==> config.mk <==
export PLATFORM = sky130hd
export DESIGN_NAME = mac_pipe_ctrl
export DESIGN_NICKNAME = d
export VERILOG_FILES = /design/src/rtl/mac_ctrl_pkg.sv /design/src/rtl/mac_pipe_ctrl_beat_counter.sv /design/src/rtl/mac_pipe_ctrl.sv
export SDC_FILE = /design/constraint.sdc
export NUM_CORES = 1
export LEC_CHECK = 0
export CORE_UTILIZATION = 53
export DETAILED_ROUTE_END_ITERATION = 12
export GPL_TIMING_DRIVEN = 0
export HOLD_SLACK_MARGIN = 0.12
export PLACE_DENSITY = 0.88
export SETUP_SLACK_MARGIN = 0.05
export SKIP_CTS_REPAIR_TIMING = 1
export SLEW_MARGIN = 20
export SYNTH_ARGS = -nofsm -noshare
export SYNTH_HDL_FRONTEND = slang
export SYNTH_HIERARCHICAL = 1
export SYNTH_SLANG_ARGS = --single-unit
==> constraint.sdc <==
create_clock -name i_clk -period 3.94 [get_ports i_clk]
set_clock_uncertainty 0.15 [all_clocks]
set_input_delay 0.788 -clock i_clk [delete_from_list [all_inputs] [get_ports i_clk]]
set_output_delay 0.788 -clock i_clk [all_outputs]
set_load 0.02 [all_outputs]
==> src/rtl/mac_ctrl_pkg.sv <==
// mac_ctrl_pkg: shared state encoding and sizing constants for the MAC pipeline controller.
package mac_ctrl_pkg;
    localparam int LEN_W_DEF      = 12;
    localparam int MAC_PIPE_DEPTH = 5;

    typedef enum logic [1:0] {
        IDLE  = 2'd0,
        RUN   = 2'd1,
        DRAIN = 2'd2,
        DONE  = 2'd3
    } state_e;
endpackage

==> src/rtl/mac_pipe_ctrl_beat_counter.sv <==
// beat_counter: up-counter with synchronous clear and increment enable.
module beat_counter #(
    parameter int W = 12
) (
    input  logic         i_clk,
    input  logic         i_rst_n,
    input  logic         i_clr,
    input  logic         i_inc,
    output logic [W-1:0] o_cnt
);
    logic [W-1:0] cnt_d, cnt_q;

    always_comb cnt_d = i_clr ? '0 : i_inc ? cnt_q + W'(1) : cnt_q;

    always_ff @(posedge i_clk or negedge i_rst_n) begin
        if (!i_rst_n) cnt_q <= '0;
        else          cnt_q <= cnt_d;
    end

    assign o_cnt = cnt_q;
endmodule

==> src/rtl/mac_pipe_ctrl.sv <==
// mac_pipe_ctrl: job sequencer for the 5-stage MAC pipeline; admits beats, drives the
// global stall, retires results under valid/ready and pulses done at job end.
module mac_pipe_ctrl
    import mac_ctrl_pkg::*;
#(
    parameter int LEN_W      = LEN_W_DEF,
    parameter int PIPE_DEPTH = MAC_PIPE_DEPTH
) (
    input  logic             i_clk,
    input  logic             i_rst_n,
    input  logic             i_start,
    input  logic [LEN_W-1:0] i_len,
    input  logic             i_in_valid,
    output logic             o_in_ready,
    output logic             o_pipe_valid,
    output logic             o_inhibit,
    input  logic             i_pipe_valid,
    output logic             o_out_valid,
    input  logic             i_out_ready,
    output logic             o_last,
    output logic             o_busy,
    output logic             o_done,
    output logic             o_err,
    output logic [50:0]      o_transistor_num
);
    state_e state_d, state_q;
    logic [LEN_W-1:0] len_d, len_q, issue_cnt, retire_cnt, in_flight;
    logic err_d, err_q;
    logic start_acc, retire, last_issue, last_retire;

    beat_counter #(.W(LEN_W)) u_issue (
        .i_clk(i_clk), .i_rst_n(i_rst_n), .i_clr(start_acc), .i_inc(o_pipe_valid), .o_cnt(issue_cnt)
    );

    beat_counter #(.W(LEN_W)) u_retire (
        .i_clk(i_clk), .i_rst_n(i_rst_n), .i_clr(start_acc), .i_inc(retire), .o_cnt(retire_cnt)
    );

    always_comb begin
        start_acc    = i_start & (state_q == IDLE);
        o_inhibit    = i_pipe_valid & ~i_out_ready;
        o_out_valid  = i_pipe_valid & ((state_q == RUN) | (state_q == DRAIN));
        o_in_ready   = (state_q == RUN) & ~o_inhibit & (issue_cnt != len_q);
        o_pipe_valid = i_in_valid & o_in_ready;
        o_last       = o_out_valid & (retire_cnt == len_q - LEN_W'(1));
        o_busy       = state_q != IDLE;
        o_done       = state_q == DONE;
        o_err        = err_q;
        retire       = o_out_valid & i_out_ready;
        last_issue   = o_pipe_valid & (issue_cnt == len_q - LEN_W'(1));
        last_retire  = o_last & i_out_ready;
        in_flight    = issue_cnt - retire_cnt;
        len_d        = start_acc ? i_len : len_q;
        // results outside a job are dropped, but still flagged as a protocol error
        err_d        = (err_q & ~start_acc)
                     | (i_pipe_valid & ((state_q == IDLE) | (state_q == DONE)))
                     | (retire & (retire_cnt == issue_cnt))
                     | (in_flight > LEN_W'(PIPE_DEPTH));
        state_d      = state_q == IDLE  ? (start_acc ? ((i_len != '0) ? RUN : DONE) : IDLE)
                     : state_q == RUN   ? (last_issue ? (last_retire ? DONE : DRAIN) : RUN)
                     : state_q == DRAIN ? (last_retire ? DONE : DRAIN)
                     : IDLE;
    end

    always_ff @(posedge i_clk or negedge i_rst_n) begin
        if (!i_rst_n) begin
            state_q <= IDLE;
            len_q   <= '0;
            err_q   <= 1'b0;
        end else begin
            state_q <= state_d;
            len_q   <= len_d;
            err_q   <= err_d;
        end
    end

    assign o_transistor_num = '0;
endmodule

---- Word level (Yosys, flattened, before mapping) ----
Index checks and enable logic that the tools add are counted.
storage, ports and cells
  register bits ........................... 39
  bits of input ports ..................... 18
  output and inout bits ................... 59
cells by class
  add/sub/neg operators ................... 4
  magnitude comparators ................... 1
  eq/ne operators ......................... 7
  mux-type cells .......................... 11
  bitwise gates (word level) .............. 21
  reductions and logical operators ........ 5
operator list
  operator                                                        count
  2-to-1 mux 12 bit                                               4
  equality test 12 bit                                            3
  adder 12 x 1 -> 12 bit, second input constant                   2
  AND 1 bit                                                       13
  greater-than comparator 12 x 3 -> 1 bit, second input constant  1
  2-to-1 mux 2 bit                                                6
  != test 12 bit                                                  1
  nonzero test 12 bit                                             1
  subtractor 12 x 1 -> 12 bit, second input constant              1
  subtractor 12 bit                                               1
  nonzero test 2 bit                                              3
  OR 1 bit                                                        5
  equality test 2 bit, second input constant                      2
  NOT 1 bit                                                       3
  equality test 2 x 1 -> 1 bit, second input constant             1
  zero test 2 bit                                                 1
  2-to-1 mux 1 bit                                                1

---- Logic depth before layout (Yosys ltp) ----
  word-level depth ........................ 10
  depth in mapped cells ................... 11
  mapped depth without buffers ............ 11

---- Cells and area by module ----
Netlist, hierarchy kept.
by module, submodules not included
  module         instances  cells an instance  area an instance (um2)  seq. area each (um2)
  mac_pipe_ctrl  1          313                2509.9                  375.4
  beat_counter   2          57                 588.1                   300.3

---- Least setup slack after synthesis ----
Ideal clock, no wire load.
  kind .................................... register -> output
  start ................................... register len_q[0]
  end ..................................... output port o_last
  arrival time ............................ 2.485 ns
  slack ................................... 0.517 ns
  stages on the path, launching flop included .. 10
  cell sequence ........................... dfrtp_1 clkbuf_1 inv_1 ha_1 buf_2 nor4b_4 nor4b_2 xnor2_1 a2111oi_1 nor4b_2
between the ends
  cells in the longest elaborated chain, start to end .. 3
ends and longest elaborated chain
  element                      line                 text
  start, declared              mac_pipe_ctrl.sv:27  logic [LEN_W-1:0] len_d, len_q, issue_cnt, retire_cnt, in_flight;
  start signal, assigned       mac_pipe_ctrl.sv:72  len_q <= len_d;
  subtractor 12 x 1 -> 12 bit  mac_pipe_ctrl.sv:45  o_last = o_out_valid & (retire_cnt == len_q - LEN_W'(1));
  equality test 12 bit         mac_pipe_ctrl.sv:45
  AND 1 bit                    mac_pipe_ctrl.sv:45
  end, declared                mac_pipe_ctrl.sv:20  output logic o_last,
Every way passes these cells.

---- Worst setup path after layout ----
Same ends and word-level chain as after synthesis.

==> flow_metrics.py <==
metrics = {
    "status": {
        "status": "complete, but fails checks",
        "violations": "design-rule violations",
    },
    "layout": {
        "insertedDiodeCount": 0,
        "multi_input_area_um2": 2370,
        "layout-drive-gt1-share_pct": 19.5,
        "nets": 551,
        "fillers": 554,
        "area_growth_pct": 19.3,
        "final_area_um2": 4400,
        "stdcell_count": 594,
        "regArea_um2": 978,
    },
    "synth": {
        "ys.warnings.count": 6,
        "synth_edf_count": 0,
        "synth_area_leaders": "dfrtp_1 26%, buf_4 10%, xnor2_1 8.6%",
        "syn_inst": 427,
        "synthFlopType": "dfrtp_1",
        "yosysSeqAreaShare_pct": 26.5,
        "netlist_area_um2": 3690,
        "synth.distinct_cells": 63,
        "synth_top_area_share_pct": 26.5,
        "syn_avg_cell_area_um2": 8.63,
        "ys_ff_latch": 39,
        "synth_top_area_cell": "dfrtp_1",
        "synthMostInstantiatedCell": "buf_4",
        "synth_common_cells": "51 x buf_4, 39 x dfrtp_1, 36 x xnor2_1",
        "async_reset_ff_share_pct": 100,
    },
    "setup_path": {
        "start_kind": "flip-flop",
        "crit_path_top_delay_cell": "a2111oi_2",
        "critPathMaxFanout": 8,
        "crit_top_cell": "nor4b_4",
        "crit_required_ns": 3.00,
        "arrival_ns": 2.90,
        "critPathCaptureType": "output pin",
        "critical_path.max_stage_delay_ns": 0.46,
        "path_class": "flip-flop to output pin",
        "worstPathCellList": "inv_1 > ha_1 > clkbuf_4 > nor4b_4 > nor4b_4 > xnor2_1 > a2111oi_2 > nor4b_4 > buf_4",
    },
    "sta": {
        "final.period_utilization_pct": 97.4,
        "fin_setup_tns_ns": 0,
        "hold_viol": 0,
        "rsz0062_at_grt": "no",
        "relSlewSlack_pct": 49.0,
        "setup_slack_ns": 0.104,
        "tightestPinTransition_ns": 0.766,
        "max_freq_mhz": 261,
        "final-setup-viol-count": 0,
        "slew_viol_final": 0,
        "final.min_clock_period_ns": 3.84,
    },
    "clock_network": {
        "clock_path_buffers": 2,
        "cts.sinks": 39,
        "h-tree-depth": 2,
        "cts_tree": "yes",
        "cts_root_buf": "clkbuf_8",
        "cts_buffers": 5,
        "clk_pin_slew_ns": 0.07,
        "insertion_delay_ns": 0.30,
    },
    "grt": {
        "grt.total_usage_pct": 25.4,
        "grt_pass1_vias": 3057,
        "grt_pass1_wl_um": 14200,
        "antenna_found_initial": 0,
        "grt_start_max_net_pins": 25,
        "grt_remaining_overflow": 0,
    },
    "place": {
        "gp_congestion": 0.978,
        "dp.cells": 583,
        "dpl-instance-area_um2": 4250,
        "dp_hpwl_um": 6880,
        "place_ws_ns": -0.440,
        "port_buffers": 25,
    },
    "floorplan": {
        "coreArea_um2": 6760,
        "die-height_um": 85.4,
        "rows": 30,
        "dieWidth_um": 85.4,
        "die_area_um2": 7290,
        "io_pins": 77,
        "start_util_pct": 54.6,
    },
    "drt": {
        "wire_per_inst_um": 15.4,
        "drt_iter0_markers": 301,
        "route.detailed.drc": 1,
        "routed_wl_um": 9170,
        "vias_per_cell": 5.57,
        "vias": 3309,
        "firstDrtPassIters": 9,
        "antenna_left": 0,
    },
    "power": {
        "p_leak_nw": 2.09,
        "finalPower_mw": 1.16,
        "powerDensity_nw_per_um2": 265,
        "worst_ir_drop_vdd_mv": 0.366,
    },
    "hold_path": {
        "hp-class": "input pin to async pin",
    },
    "job": {
        "cap_violations": 0,
    },
}
==> cells by family (layout without fill, tap and decap cells) <==
logic type      Yosys count  after routing  synth area share [%]
xor+xnor                 60             60                  14.3
mux                      15             15                  4.38
compound gates           69             69                  12.3
other cells               1             51                 0.102
buf+inv                  93            130                  15.0
fa+ha+maj                19             19                  6.65
simple gates            131            131                  20.8
flops                    39             39                  26.5
==> metal layers <==
| metal | part of all wire [%] | vias to the layer above | global-route usage, % |
|---|---|---|---|
| li1 | - | 1562 | - |
| met1 | 40 | 1568 | 32.1 |
| met2 | 50 | 157 | 43.0 |
| met3 | 7.6 | 22 | 5.16 |
| met4 | 2.0 | 0 | 9.39 |
| met5 | 0 | - | 0 |
==> per-stage QoR <==
stage / utilization, % / hold WS, ns
floorplan: - / 0.342
global placement: 62.5 / 0.422
detailed placement: 62.9 / 0.440
CTS: 64.1 / 0.273
global route: 65.1 / 0.285
finish: 65.1 / 0.260
==> worst max-delay path, delay by kind of cell (launching register included) <==
kind	cells	cell delay, ns
AOI/OAI and AO/OA	1	0.46
adders and majority gates	1	0.14
and+or+nand+nor	3	0.96
xor gates and xnor gates	1	0.15
buffers and inverters	3	0.46
DFF	1	0.43
==> state kept, by name, indices dropped and copies added, names as in the netlist <==
register / cells
u_retire/o_cnt: 12
state_q: 2
len_q: 12
u_issue/o_cnt: 12
o_err: 1
==> power by group <==
group	total, mW	switching, mW	internal, mW
clock network	0.281	0.144	0.137
registers	0.505	0.0788	0.427
logic	0.379	0.202	0.176
==> worst paths after layout <==
kind                                      start  cells after the start                             to  slack (ns)
min                                     i_rst_n                      1          len_q[10]$_DFFE_PN0P_        0.26
max in group asynchronous               i_rst_n                      2           len_q[0]$_DFFE_PN0P_        2.91
min in group i_clk         len_q[1]$_DFFE_PN0P_                      2           len_q[1]$_DFFE_PN0P_        0.46
min reg2reg                len_q[1]$_DFFE_PN0P_                      2           len_q[1]$_DFFE_PN0P_        0.46
max reg2reg                state_q[0]$_DFF_PN0_                      8  u_issue/o_cnt[11]$_DFFE_PN0P_        0.81
max                        len_q[0]$_DFFE_PN0P_                      9                         o_last        0.10
==> layout make-up <==
cell class | instances | area share, %
multi-input combinational | 345 | 53.8
timing repair buffer | 32 | 7.17
clock buffer | 6 | 1.88
buffer | 62 | 9.99
clock inverter | 1 | 0.114
sequential | 39 | 22.3
inverter | 29 | 2.48
tap | 80 | 2.28
==> cell usage in the layout (no fill, tap or decap), types with 4 or more instances in the layout <==
cell / Yosys / layout
o21ai_0: 17 / 17
mux2i_1: 6 / 6
conb_1: 1 / 51
nand2_1: 18 / 18
buf_4: 51 / 58
nor3_1: 13 / 13
mux2_2: 9 / 9
nor2_1: 33 / 33
or3_1: 4 / 4
nor4_1: 7 / 7
xnor2_1: 36 / 36
a21o_1: 4 / 4
o31ai_1: 4 / 4
clkbuf_1: 6 / 4
a21oi_1: 15 / 15
xor2_1: 24 / 24
clkdlybuf4s50_1: 0 / 23
inv_1: 28 / 28
clkbuf_8: 0 / 6
and3_1: 4 / 4
dfrtp_1: 39 / 37
nand4_1: 12 / 12
nand3_1: 8 / 8
ha_1: 18 / 18
buf_2: 4 / 4
Note: power is estimated with default switching activity, not from simulation.
